**src/rtl/asip_reg_bank.sv**
```systemverilog
// Register bank for the max/min/avg ASIP datapath. It has one write/modify port
// (load/inc/dec/clear) and two registered read ports that forward a same-edge write.
module asip_reg_bank #(
    parameter int DATA_W = 8,
    parameter int DEPTH  = 8,
    localparam int ADDR_W = (DEPTH > 1) ? $clog2(DEPTH) : 1
) (
    input  logic              CLK,
    input  logic              RESET,
    input  logic              Wr_en,
    input  logic [1:0]        Op,
    input  logic [ADDR_W-1:0] Wr_addr,
    input  logic [DATA_W-1:0] Wr_data,
    input  logic              Rd_en_a,
    input  logic [ADDR_W-1:0] Rd_addr_a,
    input  logic              Rd_en_b,
    input  logic [ADDR_W-1:0] Rd_addr_b,
    output logic [DATA_W-1:0] Rd_data_a,
    output logic [DATA_W-1:0] Rd_data_b,
    output logic              Zero_a,
    output logic              Zero_b,
    output logic              Wrap,
    output logic              Addr_err
);

    typedef enum logic [1:0] {
        OP_LOAD = 2'b00,
        OP_INC  = 2'b01,
        OP_DEC  = 2'b10,
        OP_CLR  = 2'b11
    } op_e;

    // One extra bit so DEPTH itself (up to 256) is representable for the range compare.
    localparam logic [ADDR_W:0] DEPTH_L = DEPTH[ADDR_W:0];

    logic [DATA_W-1:0] regs_q [DEPTH];
    logic [DATA_W-1:0] regs_d [DEPTH];
    logic [DATA_W-1:0] rd_data_a_q, rd_data_a_d;
    logic [DATA_W-1:0] rd_data_b_q, rd_data_b_d;
    logic              zero_a_q, zero_a_d;
    logic              zero_b_q, zero_b_d;
    logic              wrap_q, wrap_d;
    logic              addr_err_q, addr_err_d;

    logic              wr_in, rd_in_a, rd_in_b, wr_ok;
    logic [DATA_W-1:0] cur_val, new_val;

    always_comb begin
        wr_in   = ({1'b0, Wr_addr} < DEPTH_L);
        rd_in_a = ({1'b0, Rd_addr_a} < DEPTH_L);
        rd_in_b = ({1'b0, Rd_addr_b} < DEPTH_L);
        wr_ok   = Wr_en & wr_in;

        cur_val = '0;
        if (wr_ok) begin
            cur_val = regs_q[Wr_addr];
        end

        new_val = cur_val;
        wrap_d  = 1'b0;
        case (op_e'(Op))
            OP_LOAD: new_val = Wr_data;
            OP_INC: begin
                new_val = cur_val + DATA_W'(1);
                wrap_d  = wr_ok & (cur_val == '1);
            end
            OP_DEC: begin
                new_val = cur_val - DATA_W'(1);
                wrap_d  = wr_ok & (cur_val == '0);
            end
            OP_CLR:  new_val = '0;
            default: new_val = cur_val;
        endcase

        regs_d = regs_q;
        if (wr_ok) begin
            regs_d[Wr_addr] = new_val;
        end

        // Reads look at the post-edge array image, which gives write-first forwarding.
        rd_data_a_d = rd_data_a_q;
        zero_a_d    = zero_a_q;
        if (Rd_en_a) begin
            rd_data_a_d = rd_in_a ? regs_d[Rd_addr_a] : '0;
            zero_a_d    = (rd_data_a_d == '0);
        end

        rd_data_b_d = rd_data_b_q;
        zero_b_d    = zero_b_q;
        if (Rd_en_b) begin
            rd_data_b_d = rd_in_b ? regs_d[Rd_addr_b] : '0;
            zero_b_d    = (rd_data_b_d == '0);
        end

        addr_err_d = (Wr_en & ~wr_in) | (Rd_en_a & ~rd_in_a) | (Rd_en_b & ~rd_in_b);
    end

    always_ff @(posedge CLK or negedge RESET) begin
        if (!RESET) begin
            for (int unsigned i = 0; i < DEPTH; i++) begin
                regs_q[i] <= '0;
            end
            rd_data_a_q <= '0;
            rd_data_b_q <= '0;
            zero_a_q    <= 1'b1;
            zero_b_q    <= 1'b1;
            wrap_q      <= 1'b0;
            addr_err_q  <= 1'b0;
        end else begin
            regs_q      <= regs_d;
            rd_data_a_q <= rd_data_a_d;
            rd_data_b_q <= rd_data_b_d;
            zero_a_q    <= zero_a_d;
            zero_b_q    <= zero_b_d;
            wrap_q      <= wrap_d;
            addr_err_q  <= addr_err_d;
        end
    end

    assign Rd_data_a = rd_data_a_q;
    assign Rd_data_b = rd_data_b_q;
    assign Zero_a    = zero_a_q;
    assign Zero_b    = zero_b_q;
    assign Wrap      = wrap_q;
    assign Addr_err  = addr_err_q;

endmodule

```
**config.mk**
```make
export PLATFORM = sky130hd
export DESIGN_NAME = asip_reg_bank
export DESIGN_NICKNAME = d
export VERILOG_FILES = /design/src/rtl/asip_reg_bank.sv
export SDC_FILE = /design/constraint.sdc
export NUM_CORES = 1
export LEC_CHECK = 0
export BUFFER_PORTS_ARGS = -buffer_cell sky130_fd_sc_hd__buf_2
export CAP_MARGIN = 20
export CORE_ASPECT_RATIO = 0.75
export CORE_MARGIN = 2
export CORE_UTILIZATION = 30
export CTS_CLUSTER_SIZE = 8
export DETAILED_ROUTE_END_ITERATION = 10
export PLACE_DENSITY = 0.56
export SLEW_MARGIN = 20
export SYNTH_ARGS = -nofsm -noshare
export SYNTH_HDL_FRONTEND = slang
export SYNTH_SLANG_ARGS = --single-unit
```
**constraint.sdc**
```tcl
create_clock -name CLK -period 4.9 [get_ports CLK]
set_clock_uncertainty 0.15 [all_clocks]
set_input_delay 0.49 -clock CLK [delete_from_list [all_inputs] [get_ports CLK]]
set_output_delay 0.49 -clock CLK [all_outputs]
set_load 0.1 [all_outputs]
```
* Word-level counts from Yosys, hierarchy flattened
Index checks and enable logic that the tools add are counted.
Storage, ports and cells: output and inout port bits 20, bits in registers 83, input port bits 24, word-level logic and storage cells 49
Cells by class: reductions and logical operators 5, muxes and demuxes 16, bitwise gates (word level) 5, add/subtract/negate cells 2, magnitude comparators 4, equality and inequality tests 4
Operator list (count):
- $bmux W8 S3 | 3
- $bwmux W64 | 1
- $mux W64 | 1
- $mux W8 | 8
- $pmux W8 S4 | 1
- $demux W8 S3 | 1
- $logic_not A8 Y1 | 3
- $ge A4 B4 Y1 const B | 3
- $not A3 Y4 | 3
- $add A8 B1 Y8 const B | 1
- $eq A8 B8 Y1 const B | 1
- $sub A8 B1 Y8 const B | 1
- $eq A2 B2 Y1 const B | 2
- $lt A4 B1 Y1 const B | 1
- $and A1 B1 Y1 | 2
- $eq A2 B1 Y1 const B | 1
- $logic_not A2 Y1 | 1
- $pmux W1 S2 | 1
- $logic_and A1 B1 Y1 | 1

* Longest topological paths before layout
Gate-level depths: netlist (run 1).
depth in word-level cells 13, mapped depth 20, gate-level depth less buffers 16

* Least setup slack after synthesis (run 1)
OpenSTA, ideal clock, no wires.
path kind input to register, start input port Wr_addr[2], end register zero_a_q (netlist: Zero_a), stages 17, setup time 0.105 ns, required time 4.645 ns, data arrival time 4.403 ns, slack 0.242 ns, path through clkbuf_4 > buf_2 > buf_1 > mux2_2 > a22oi_1 > nor2_1 > o21ai_0 > fa_1 > nand2b_1 > a21oi_1 > mux2i_1 > a31oi_1 > a211o_1 > a2bb2oi_1 > a211o_1 > a311o_1 > o41ai_1
RTL lines:
- start, declared | RTL line 12 | input logic [ADDR_W-1:0] Wr_addr,
- end signal, assigned | RTL line 113 | zero_a_q <= zero_a_d;
- end, declared | RTL line 40 | logic zero_a_q, zero_a_d;

==> results of run 1 <==
[critical path, cell delays in order]
cell	delay, ns
buf_2	0.34
mux2_2	0.38
a221oi_1	0.32
o22a_1	0.24
nor2_1	0.06
ha_1	0.34
o21ai_1	0.13
a21oi_1	0.25
o31a_1	0.44
o21ai_0	0.28
mux4_2	0.51
mux2_2	0.31
a311o_1	0.28
o41ai_1	0.26
[cell usage in the layout, fill, tap and decap left out, types with 3 or more instances in the layout]
cell type	Yosys	routed
ha_1	8	8
mux2i_1	40	40
o21a_1	4	4
nor2_1	74	74
a221oi_1	3	3
and2b_2	3	3
a311oi_1	5	5
nor3_1	9	9
o32ai_1	4	4
a21o_1	5	5
nand2b_1	10	10
o21ai_0	28	28
mux4_2	10	10
a22oi_1	9	9
nand2_1	46	46
nor2b_1	11	11
and2_1	3	3
nand3_1	12	12
buf_2	7	41
o21ai_1	10	10
buf_4	1	34
a211o_1	8	8
o22a_1	5	5
a31oi_1	14	14
clkbuf_16	0	9
a21oi_1	26	26
nand4_1	8	8
o211ai_1	6	6
o22ai_1	7	7
inv_1	37	37
mux2_2	25	25
dfrtp_1	81	81
a211oi_1	5	5
o221ai_1	8	8
[worst paths after layout]
check	depth (start not counted)	start	endpoint	slack, ns
min in group asynchronous	2	RESET	regs_q[8]	0.50
max in group asynchronous	3	RESET	regs_q[14]	3.07
max	14	Wr_addr[1]	Zero_b	0.34
min reg2reg	1	Rd_data_b[1]	Rd_data_b[1]	0.32
max reg2reg	16	regs_q[17]	Zero_b	0.53
min	1	Rd_data_b[1]	Rd_data_b[1]	0.32
[timing repair]
item                                   CTS  global route
endpoints found under the hold margin   34             0
hold buffers                             1             0
setup buffers                            0             0
[layer usage]
metal	GRT usage	up-vias
met1	0.2953	2683
met3	0.04150	8
met2	0.2700	205
met4	0.02711	0
li1	-	2436
met5	0	-
[state kept, by name, indices dropped and copies added (netlist names)]
register,cells
Zero_a,1
regs_q,64
Zero_b,1
Rd_data_b,8
Rd_data_a,8
Wrap,1
[cell type report]
cell class / count / area (sq um) / area share
sequential: 83 / 2079 / 0.3077
timing repair buffer: 77 / 490.5 / 0.07258
multi-input combinational: 468 / 3405 / 0.5038
tap: 253 / 316.6 / 0.04684
clock buffer: 12 / 256.5 / 0.03796
clock inverter: 4 / 50.05 / 0.007406
inverter: 39 / 160.2 / 0.02370
[metrics by stage]
step           cells  total power, uW  worst slack, ns
4_1_cts          936             2751           0.4568
3_5_place_dp     919             2038           0.1091
3_3_place_gp     919             2035           0.1205
2_1_floorplan    633             1752           0.2417
5_1_grt          936             2895           0.1206
6_report         936             2750           0.3385
[cell families after synthesis]
| family | after synthesis |
|---|---|
| and+or+nand+nor | 196 |
| AOI/OAI and AO/OA | 185 |
| DFF | 83 |
| buffers and inverters | 82 |
| muxes | 77 |
| adders and majority gates | 9 |
| other | 1 |
[power by group through the flow]
stage                     logic [uW]  registers (uW)  clock network [uW]
after floorplan                  590            1160                   0
after global placement          1070             965                   0
after detailed placement        1080             962                   0
after CTS                       1080             951                 719
after global routing            1170             973                 752
final                           1090             953                 708
==> impl_metrics.py, run 1 <==
metrics = {
    "outcome": {
        "status": "finished with violations",
        "violations": "DRC",
    },
    "sta": {
        "hold_slack_ns": 0.3239,
        "finalSetupViolCount": 0,
        "relSlewSlack": 0.3971,
        "fin_crit_sh": 0.9309,
        "period_minus_slack_ns": 4.561,
        "worst_slew_pin_slew_ns": 0.9029,
        "max_freq_ghz": 0.2192,
        "rsz0062_at_grt": "false",
        "slew_violations": 0,
        "fin_setup_tns_ns": 0,
        "hold_viol_final": 0,
    },
    "global_route": {
        "grt_first_pass_wirelength_mm": 30.76,
        "grt_overflow_total": 0,
        "grt_pass1_vias": 5139,
        "grt_max_degree": 48,
        "grtUsageTotal": 0.1892,
        "antenna_found_initial": 0,
    },
    "logic_synthesis": {
        "synth_fa_ha_area_frac": 0.02005,
        "ys_seq_area_frac": 0.3470,
        "syn_avg_cell_area_sq_um": 9.466,
        "synth_ff_type": "dfrtp_1",
        "yosys.area_share.simple": 0.1616,
        "synth_common_cells": "81 x dfrtp_1, 74 x nor2_1, 46 x nand2_1, 40 x mux2i_1, 37 x inv_1",
        "synth_most_common_cell": "dfrtp_1",
        "synth_edf_count": 0,
        "synth-seq-cells": 83,
        "synth_warnings": 0,
        "synth_top_family_by_area": "compound AO/OA/AOI/OAI gates",
        "synth_top_cell_by_area": "dfrtp_1",
        "synth_area_leaders": "dfrtp_1 34%, mux2i_1 6.7%, mux2_2 4.7%",
        "yosysTopAreaCellShare": 0.3383,
        "syn_nets": 666,
        "synth.area.mux_share": 0.1556,
        "syn_inst": 633,
        "synthArstFlopShare": 1.000,
        "synth_compound_area_frac": 0.2278,
        "synth_cell_type_count": 85,
        "synth_xor_area_frac": 0,
        "syn_area_sq_um": 5992,
    },
    "detailed_routing": {
        "avgViaCountPerCell": 5.697,
        "drt-met1-wl_mm": 9.971,
        "drc": 5,
        "first_iter_violations": 665,
        "drt_first_pass_iters": 9,
        "wl_met2_mm": 8.009,
        "dr_wl_met3_mm": 1.506,
        "routed_wl_mm": 19.58,
        "num_vias": 5332,
        "highest_layer": "met4",
        "postRouteAntennaNets": 0,
        "wire_per_inst_um": 20.92,
    },
    "clocking": {
        "cts_resized": 0,
        "cts_tree": "built",
        "path_clk_slew_ns": 0.06,
        "cts_root_buffer": "clkbuf_16",
        "numCtsBuffers": 9,
        "worst_skew_pair.late_latency_ns": 0.34,
        "htree_levels": 3,
        "clock_sinks": 83,
        "cts.path.max_buffers": 2,
    },
    "placement": {
        "gp_congestion": 0.8928,
        "dp_hpwl_mm": 15.16,
        "post_dp_cell_area_sq_um": 6441,
        "port_buffers": 42,
    },
    "cells_and_area": {
        "fin_util": 0.3468,
        "diodes": 0,
        "final_cell_area_sq_um": 6758,
        "nets": 711,
        "drive_above_1_share": 0.2357,
        "syn_to_final_growth_pct": 12.78,
        "nFillCells": 2011,
    },
    "floorplanning": {
        "die-area_sq_um": 21130,
        "row_count": 44,
        "core_area_sq_um": 19490,
        "start_util": 0.3075,
        "die_w_um": 167.2,
        "io-pin-count": 44,
        "fp.dieH_um": 126.4,
    },
    "pwr": {
        "p_int_uw": 1629,
        "power_density_nw_per_um2": 406.9,
        "p_leak_uw": 0.002911,
        "sw_frac_of_total": 0.4076,
        "p_switching_uw": 1121,
        "pwr-share-clk": 0.257,
        "p_comb_frac": 0.396,
        "peakVddDrop_v": 0.0001742,
        "seqPwrFrac": 0.347,
    },
    "critical_path": {
        "worstPathMaxFanout": 18,
        "required_ns": 4.98,
        "worst_setup_path_end_kind": "register",
        "critPathLaunchType": "primary input",
        "criticalPathCategory": "in -> reg",
        "arrival_ns": 4.64,
    },
    "hold_path": {
        "min_path_type": "reg -> reg",
    },
    "flow_run": {
        "maxCapViolCount": 0,
    },
}
Power figures use the tool's default switching activity.
==> inputs of run 2 (changes only) <==
--- a/config.mk
+++ b/config.mk
@@ -10,9 +10,9 @@
 export CORE_ASPECT_RATIO = 0.75
 export CORE_MARGIN = 2
 export CORE_UTILIZATION = 30
-export CTS_CLUSTER_SIZE = 8
+export CTS_CLUSTER_SIZE = 24
 export DETAILED_ROUTE_END_ITERATION = 10
-export PLACE_DENSITY = 0.56
+export PLACE_DENSITY_LB_ADDON = 0.15
 export SLEW_MARGIN = 20
 export SYNTH_ARGS = -nofsm -noshare
 export SYNTH_HDL_FRONTEND = slang
==> run 2 against run 1 <==
Against the previous run: the run ends with DRC, hold timing left; critical path depth increased by 1; clock power decreased by 4.0%; core utilization increased by 0.13 points; worst hold slack got worse by 0.33 ns; cell count increased by 0.53%; maximum frequency decreased by 0.97%; die area unchanged; cell area increased by 0.37%; sequential share of layout area decreased by 0.11 points; clock-buffer cell count unchanged; worst setup slack got worse by 0.045 ns; sequential cell count unchanged; critical endpoint is now Zero_a.
==> impl_metrics.py, run 2 (synthesis results as in run 1) <==
metrics = {
    "placement": {
        "gp_congestion": 0.8303,
        "port_buffers": 42,
        "post-place-cells": 925,
        "post_dp_cell_area_sq_um": 6499,
        "dp_hpwl_mm": 15.71,
    },
    "outcome": {
        "status": "finished with violations",
        "violations": "DRC, hold timing",
    },
    "floorplanning": {
        "start_util": 0.3075,
        "row_count": 44,
        "die-area_sq_um": 21130,
        "core_area_sq_um": 19490,
        "die_w_um": 167.2,
        "io-pin-count": 44,
        "fp.dieH_um": 126.4,
    },
    "detailed_routing": {
        "num_vias": 5200,
        "first_iter_violations": 575,
        "postRouteAntennaNets": 0,
        "wire_per_inst_um": 21.64,
        "drc": 2,
        "avgViaCountPerCell": 5.526,
        "routed_wl_mm": 20.37,
        "drt_first_pass_iters": 10,
    },
    "critical_path": {
        "r2r_cells": 16,
        "rr_startpoint": "regs_q[57]",
        "arrival_ns": 4.69,
        "critPathLaunchType": "primary input",
        "r2r_end": "Zero_a",
        "crit_end": "Zero_a",
        "criticalPathCategory": "in -> reg",
        "startpoint": "Wr_addr[0]",
        "worst_setup_path_end_kind": "register",
        "required_ns": 4.98,
        "reg2reg_setup_slack_ns": 0.51,
        "worstPathMaxFanout": 14,
    },
    "global_route": {
        "gr-max-usage-layer": "met1",
        "gr-usage-met1": 0.2967,
        "grtUsageTotal": 0.1951,
        "antenna_found_initial": 0,
        "grt_pass1_vias": 5125,
        "met3_usage": 0.03495,
        "grt_first_pass_wirelength_mm": 31.66,
        "grt_max_degree": 45,
        "grt_overflow_total": 0,
        "met2_usage": 0.2900,
    },
    "clocking": {
        "cts_root_buffer": "clkbuf_16",
        "htree_levels": 3,
        "numCtsBuffers": 9,
        "clock_sinks": 83,
        "cts_tree": "built",
        "ctsHoldBuffers": 0,
        "path_clk_slew_ns": 0.07,
        "cts.path.max_buffers": 2,
        "worst_skew_pair.late_latency_ns": 0.34,
    },
    "sta": {
        "period_minus_slack_ns": 4.606,
        "fin_crit_sh": 0.9401,
        "max_freq_ghz": 0.2171,
        "hold_viol_final": 6,
        "finalSetupViolCount": 0,
        "hold_slack_ns": -0.01043,
        "worst_slew_pin_slew_ns": 0.7303,
        "rsz0062_at_grt": "false",
        "relSlewSlack": 0.5105,
        "slew_violations": 0,
    },
    "cells_and_area": {
        "top_register": "regs_q",
        "final_cell_area_sq_um": 6783,
        "largest_reg_flops": 64,
        "drive_above_1_share": 0.2398,
        "fin_cells": 941,
        "diodes": 0,
        "nFillCells": 2006,
        "final_cell_mix": "81 x dfrtp_1, 74 x nor2_1, 46 x nand2_1",
        "nets": 716,
        "fin_util": 0.3480,
        "final_common_cell": "dfrtp_1",
        "syn_to_final_growth_pct": 13.20,
    },
    "pwr": {
        "power_density_nw_per_um2": 403.6,
        "peakVddDrop_v": 0.0001469,
        "p_leak_uw": 0.002935,
        "totalPowerFinal_uw": 2737,
    },
    "hold_path": {
        "min_path_type": "in -> async",
    },
    "flow_run": {
        "maxCapViolCount": 0,
    },
}
## run 2: cell types whose count changed in the layout (fill, tap and decap cells not counted), sizes merged
cell         change
buf              +5
clkbuf           +1
clkinv           +2
clkinvlp         -2
dlygate4sd3      -1
## run 2: layer usage
| metal | vias up | share of wire |
|---|---|---|
| met2 | 168 | 0.43 |
| li1 | 2452 | - |
| met4 | 0 | 0.011 |
| met3 | 17 | 0.060 |
| met1 | 2563 | 0.50 |
| met5 | - | 0 |
## run 2: what timing repair did
action,in CTS,in global routing
buffers inserted,0,0
gates resized for setup,0,1
endpoints found under the setup margin,0,2
## run 2: worst min path at each step
stage / slack (ns) / from / to
floorplan: 0.04 / RESET / Rd_data_a[0]
global placement: 0.32 / Rd_data_a[1] / Rd_data_a[1]
detailed placement: 0.33 / Rd_data_a[1] / Rd_data_a[1]
CTS: 0.03 / RESET / regs_q[8]
global route: 0.03 / RESET / regs_q[8]
finish: -0.01 / RESET / regs_q[8]
## run 2: layout make-up
type                            count  area [sq um]  share of cell area
Tap cell                          253         316.6             0.04667
Timing Repair Buffer               82         540.5             0.07969
Clock inverter                      4         45.04            0.006641
Inverter                           39         160.2             0.02361
Sequential cell                    83          2079              0.3066
Clock buffer                       12         236.5             0.03486
Multi-Input combinational cell    468          3405              0.5019
## run 2: where the power goes
group / total [uW] / internal [uW] / switching, uW
sequential: 953 / 848 / 105
combinational: 1100 / 370 / 735
clock: 680 / 394 / 286
total: 2740 / 1610 / 1130
## run 2: worst max-delay path, cell delays in order
cell      delay, ns
buf_2          0.34
and2b_2        0.33
a221oi_1       0.35
o22a_1         0.28
nor2_1         0.06
ha_1           0.33
o21ai_1        0.11
a21oi_1        0.22
buf_4          0.16
o31a_1         0.37
o21ai_0        0.27
mux4_2         0.51
mux2_2         0.32
a311o_1        0.28
o41ai_1        0.25
## run 2: stage by stage
stage	setup slack [ns]	setup TNS (ns)
after global placement	0.007804	0
after global routing	0.02017	0
after floorplan	0.2417	0
final	0.2937	0
after detailed placement	-0.1359	-0.2713
after CTS	0.2220	0
==> inputs of run 3 (changes only) <==
--- a/config.mk
+++ b/config.mk
@@ -12,7 +12,7 @@
 export CORE_UTILIZATION = 30
 export CTS_CLUSTER_SIZE = 24
 export DETAILED_ROUTE_END_ITERATION = 10
-export PLACE_DENSITY_LB_ADDON = 0.15
+export PLACE_DENSITY = 0.54
 export SLEW_MARGIN = 20
 export SYNTH_ARGS = -nofsm -noshare
 export SYNTH_HDL_FRONTEND = slang
==> run 3 against run 2 <==
Against the previous run: highest routed layer unchanged; core utilization up 0.13 points; register-to-register slack better by 0.17 ns; maximum frequency increased by 3.1%; clock-buffer cell count shrank 1; largest cell class unchanged; first-iteration DRC count is 17% lower; combinational power barely moved; via count increased by 0.52%; largest power group unchanged; cell count increased by 0.21%; the run ends with DRC left; sequential power barely moved.
==> impl_metrics.py, run 3 (synthesis results as in run 1) <==
metrics = {
    "critical_path": {
        "max_stage_delay_ns": 0.44,
        "worst_setup_path_end_kind": "register",
        "arrival_ns": 4.57,
        "critPathLaunchType": "primary input",
        "criticalPathCategory": "in -> reg",
        "cp_slowest_cell": "fa_1",
        "crit_chain": "buf_2 > buf_4 > mux2i_1 > o22ai_2 > o21ai_1 > fa_1 > nand2b_1 > a21oi_1 > buf_4 > mux2i_1 > a31oi_1 > a211o_1 > a2bb2oi_1 > a211o_1 > a311o_1 > o41ai_1",
        "required_ns": 5.00,
        "crit_family": "compound AO/OA/AOI/OAI gates",
        "worstPathMaxFanout": 14,
        "cp.buffers_inverters": 3,
    },
    "cells_and_area": {
        "fin_util": 0.3493,
        "final_common_cell": "dfrtp_1",
        "nets": 718,
        "final_cell_area_sq_um": 6808,
        "drive_above_1_share": 0.2435,
        "top_register": "regs_q",
        "final_cell_mix": "81 x dfrtp_1, 74 x nor2_1, 46 x nand2_1",
        "syn_to_final_growth_pct": 13.61,
        "diodes": 0,
        "largest_reg_flops": 64,
    },
    "global_route": {
        "grtUsageTotal": 0.1890,
        "grt_max_degree": 47,
        "grt_pass1_vias": 4926,
        "grt_overflow_total": 0,
        "antenna_found_initial": 0,
        "grt_first_pass_wirelength_mm": 30.20,
    },
    "hold_path": {
        "min_path_type": "reg -> reg",
    },
    "floorplanning": {
        "io-pin-count": 44,
        "row_count": 44,
        "core_area_sq_um": 19490,
        "die_w_um": 167.2,
        "fp.dieH_um": 126.4,
        "start_util": 0.3075,
        "die-area_sq_um": 21130,
    },
    "sta": {
        "finalSetupViolCount": 0,
        "worst_slew_pin_slew_ns": 0.9139,
        "slew_violations": 0,
        "setup_ws_ns": 0.4302,
        "hold_viol_final": 0,
        "fin_crit_sh": 0.9122,
        "fin_setup_tns_ns": 0,
        "hold_slack_ns": 0.3324,
        "relSlewSlack": 0.3881,
        "rsz0062_at_grt": "false",
        "max_freq_ghz": 0.2237,
        "period_minus_slack_ns": 4.470,
    },
    "clocking": {
        "worst_skew_pair.late_latency_ns": 0.35,
        "path_clk_slew_ns": 0.07,
        "clock_sinks": 83,
        "numCtsBuffers": 9,
        "cts_root_buffer": "clkbuf_16",
        "cts.path.max_buffers": 2,
        "htree_levels": 3,
        "cts_tree": "built",
    },
    "outcome": {
        "status": "finished with violations",
        "violations": "DRC",
    },
    "detailed_routing": {
        "num_vias": 5227,
        "wire_per_inst_um": 20.98,
        "postRouteAntennaNets": 0,
        "first_iter_violations": 479,
        "routed_wl_mm": 19.79,
        "drc": 2,
        "drt_first_pass_iters": 8,
        "avgViaCountPerCell": 5.543,
    },
    "placement": {
        "port_buffers": 42,
        "gp_congestion": 0.8679,
        "post_dp_cell_area_sq_um": 6519,
        "pre_cts_ws_ns": 0.1510,
        "dp_hpwl_mm": 15.21,
    },
    "flow_run": {
        "maxCapViolCount": 0,
    },
    "pwr": {
        "power_density_nw_per_um2": 398.7,
        "p_leak_uw": 0.002939,
        "peakVddDrop_v": 0.0001903,
    },
}
## run 3: changes by cell type in the layout (fill, tap and decap cells not counted), sizes merged
cell | before | now
clkbuf | 13 | 11
buf | 81 | 83
bufinv | 2 | 1
dlygate4sd3 | 0 | 1
clkinv | 3 | 1
inv | 38 | 39
clkinvlp | 0 | 3
## run 3: per-stage QoR
step | total power [uW] | std cells
final | 2714 | 943
after global routing | 2861 | 943
after CTS | 2725 | 943
after detailed placement | 2055 | 926
after global placement | 2051 | 926
after floorplan | 1752 | 633
## run 3: metal layers
layer / share of wire / track usage / vias up
li1: - / - / 2450
met1: 0.50 / 0.2857 / 2586
met2: 0.42 / 0.2692 / 173
met3: 0.072 / 0.05023 / 18
met4: 0.0096 / 0.03785 / 0
met5: 0 / 0 / -
## run 3: path summary, 6_finish.rpt
kind / start / to / slack, ns / depth (start not counted)
min in group asynchronous: RESET / regs_q[20] / 0.51 / 2
hold / removal: Rd_data_b[1] / Rd_data_b[1] / 0.33 / 1
max in group asynchronous: RESET / regs_q[13] / 3.05 / 3
hold reg to reg: Rd_data_b[1] / Rd_data_b[1] / 0.33 / 1
setup reg to reg: regs_q[4] / Rd_data_b[7] / 0.68 / 16
setup / recovery: Wr_addr[2] / Zero_a / 0.43 / 16
## run 3: power breakdown
group | switching, uW | leakage [uW] | internal, uW | total, uW
logic | 727 | 0.00181 | 372 | 1100
clock network | 304 | 0.000128 | 359 | 662
registers | 104 | 0.00100 | 848 | 952
## run 3: final cells by class
| type | count | area, sq um |
|---|---|---|
| clock buffer | 11 | 242.7 |
| inverter | 39 | 160.2 |
| tap | 253 | 316.6 |
| timing repair buffer | 84 | 568.0 |
| multi-input combinational | 468 | 3405 |
| fill | 2052 | 12680 |
| sequential | 83 | 2079 |
| clock inverter | 5 | 36.28 |
## run 3: repair_timing
| item | CTS | global route |
|---|---|---|
| hold endpoints to repair | 35 | 0 |
| buffers inserted | 0 | 0 |
| resized for setup | 0 | 0 |
| hold buffers | 1 | 0 |
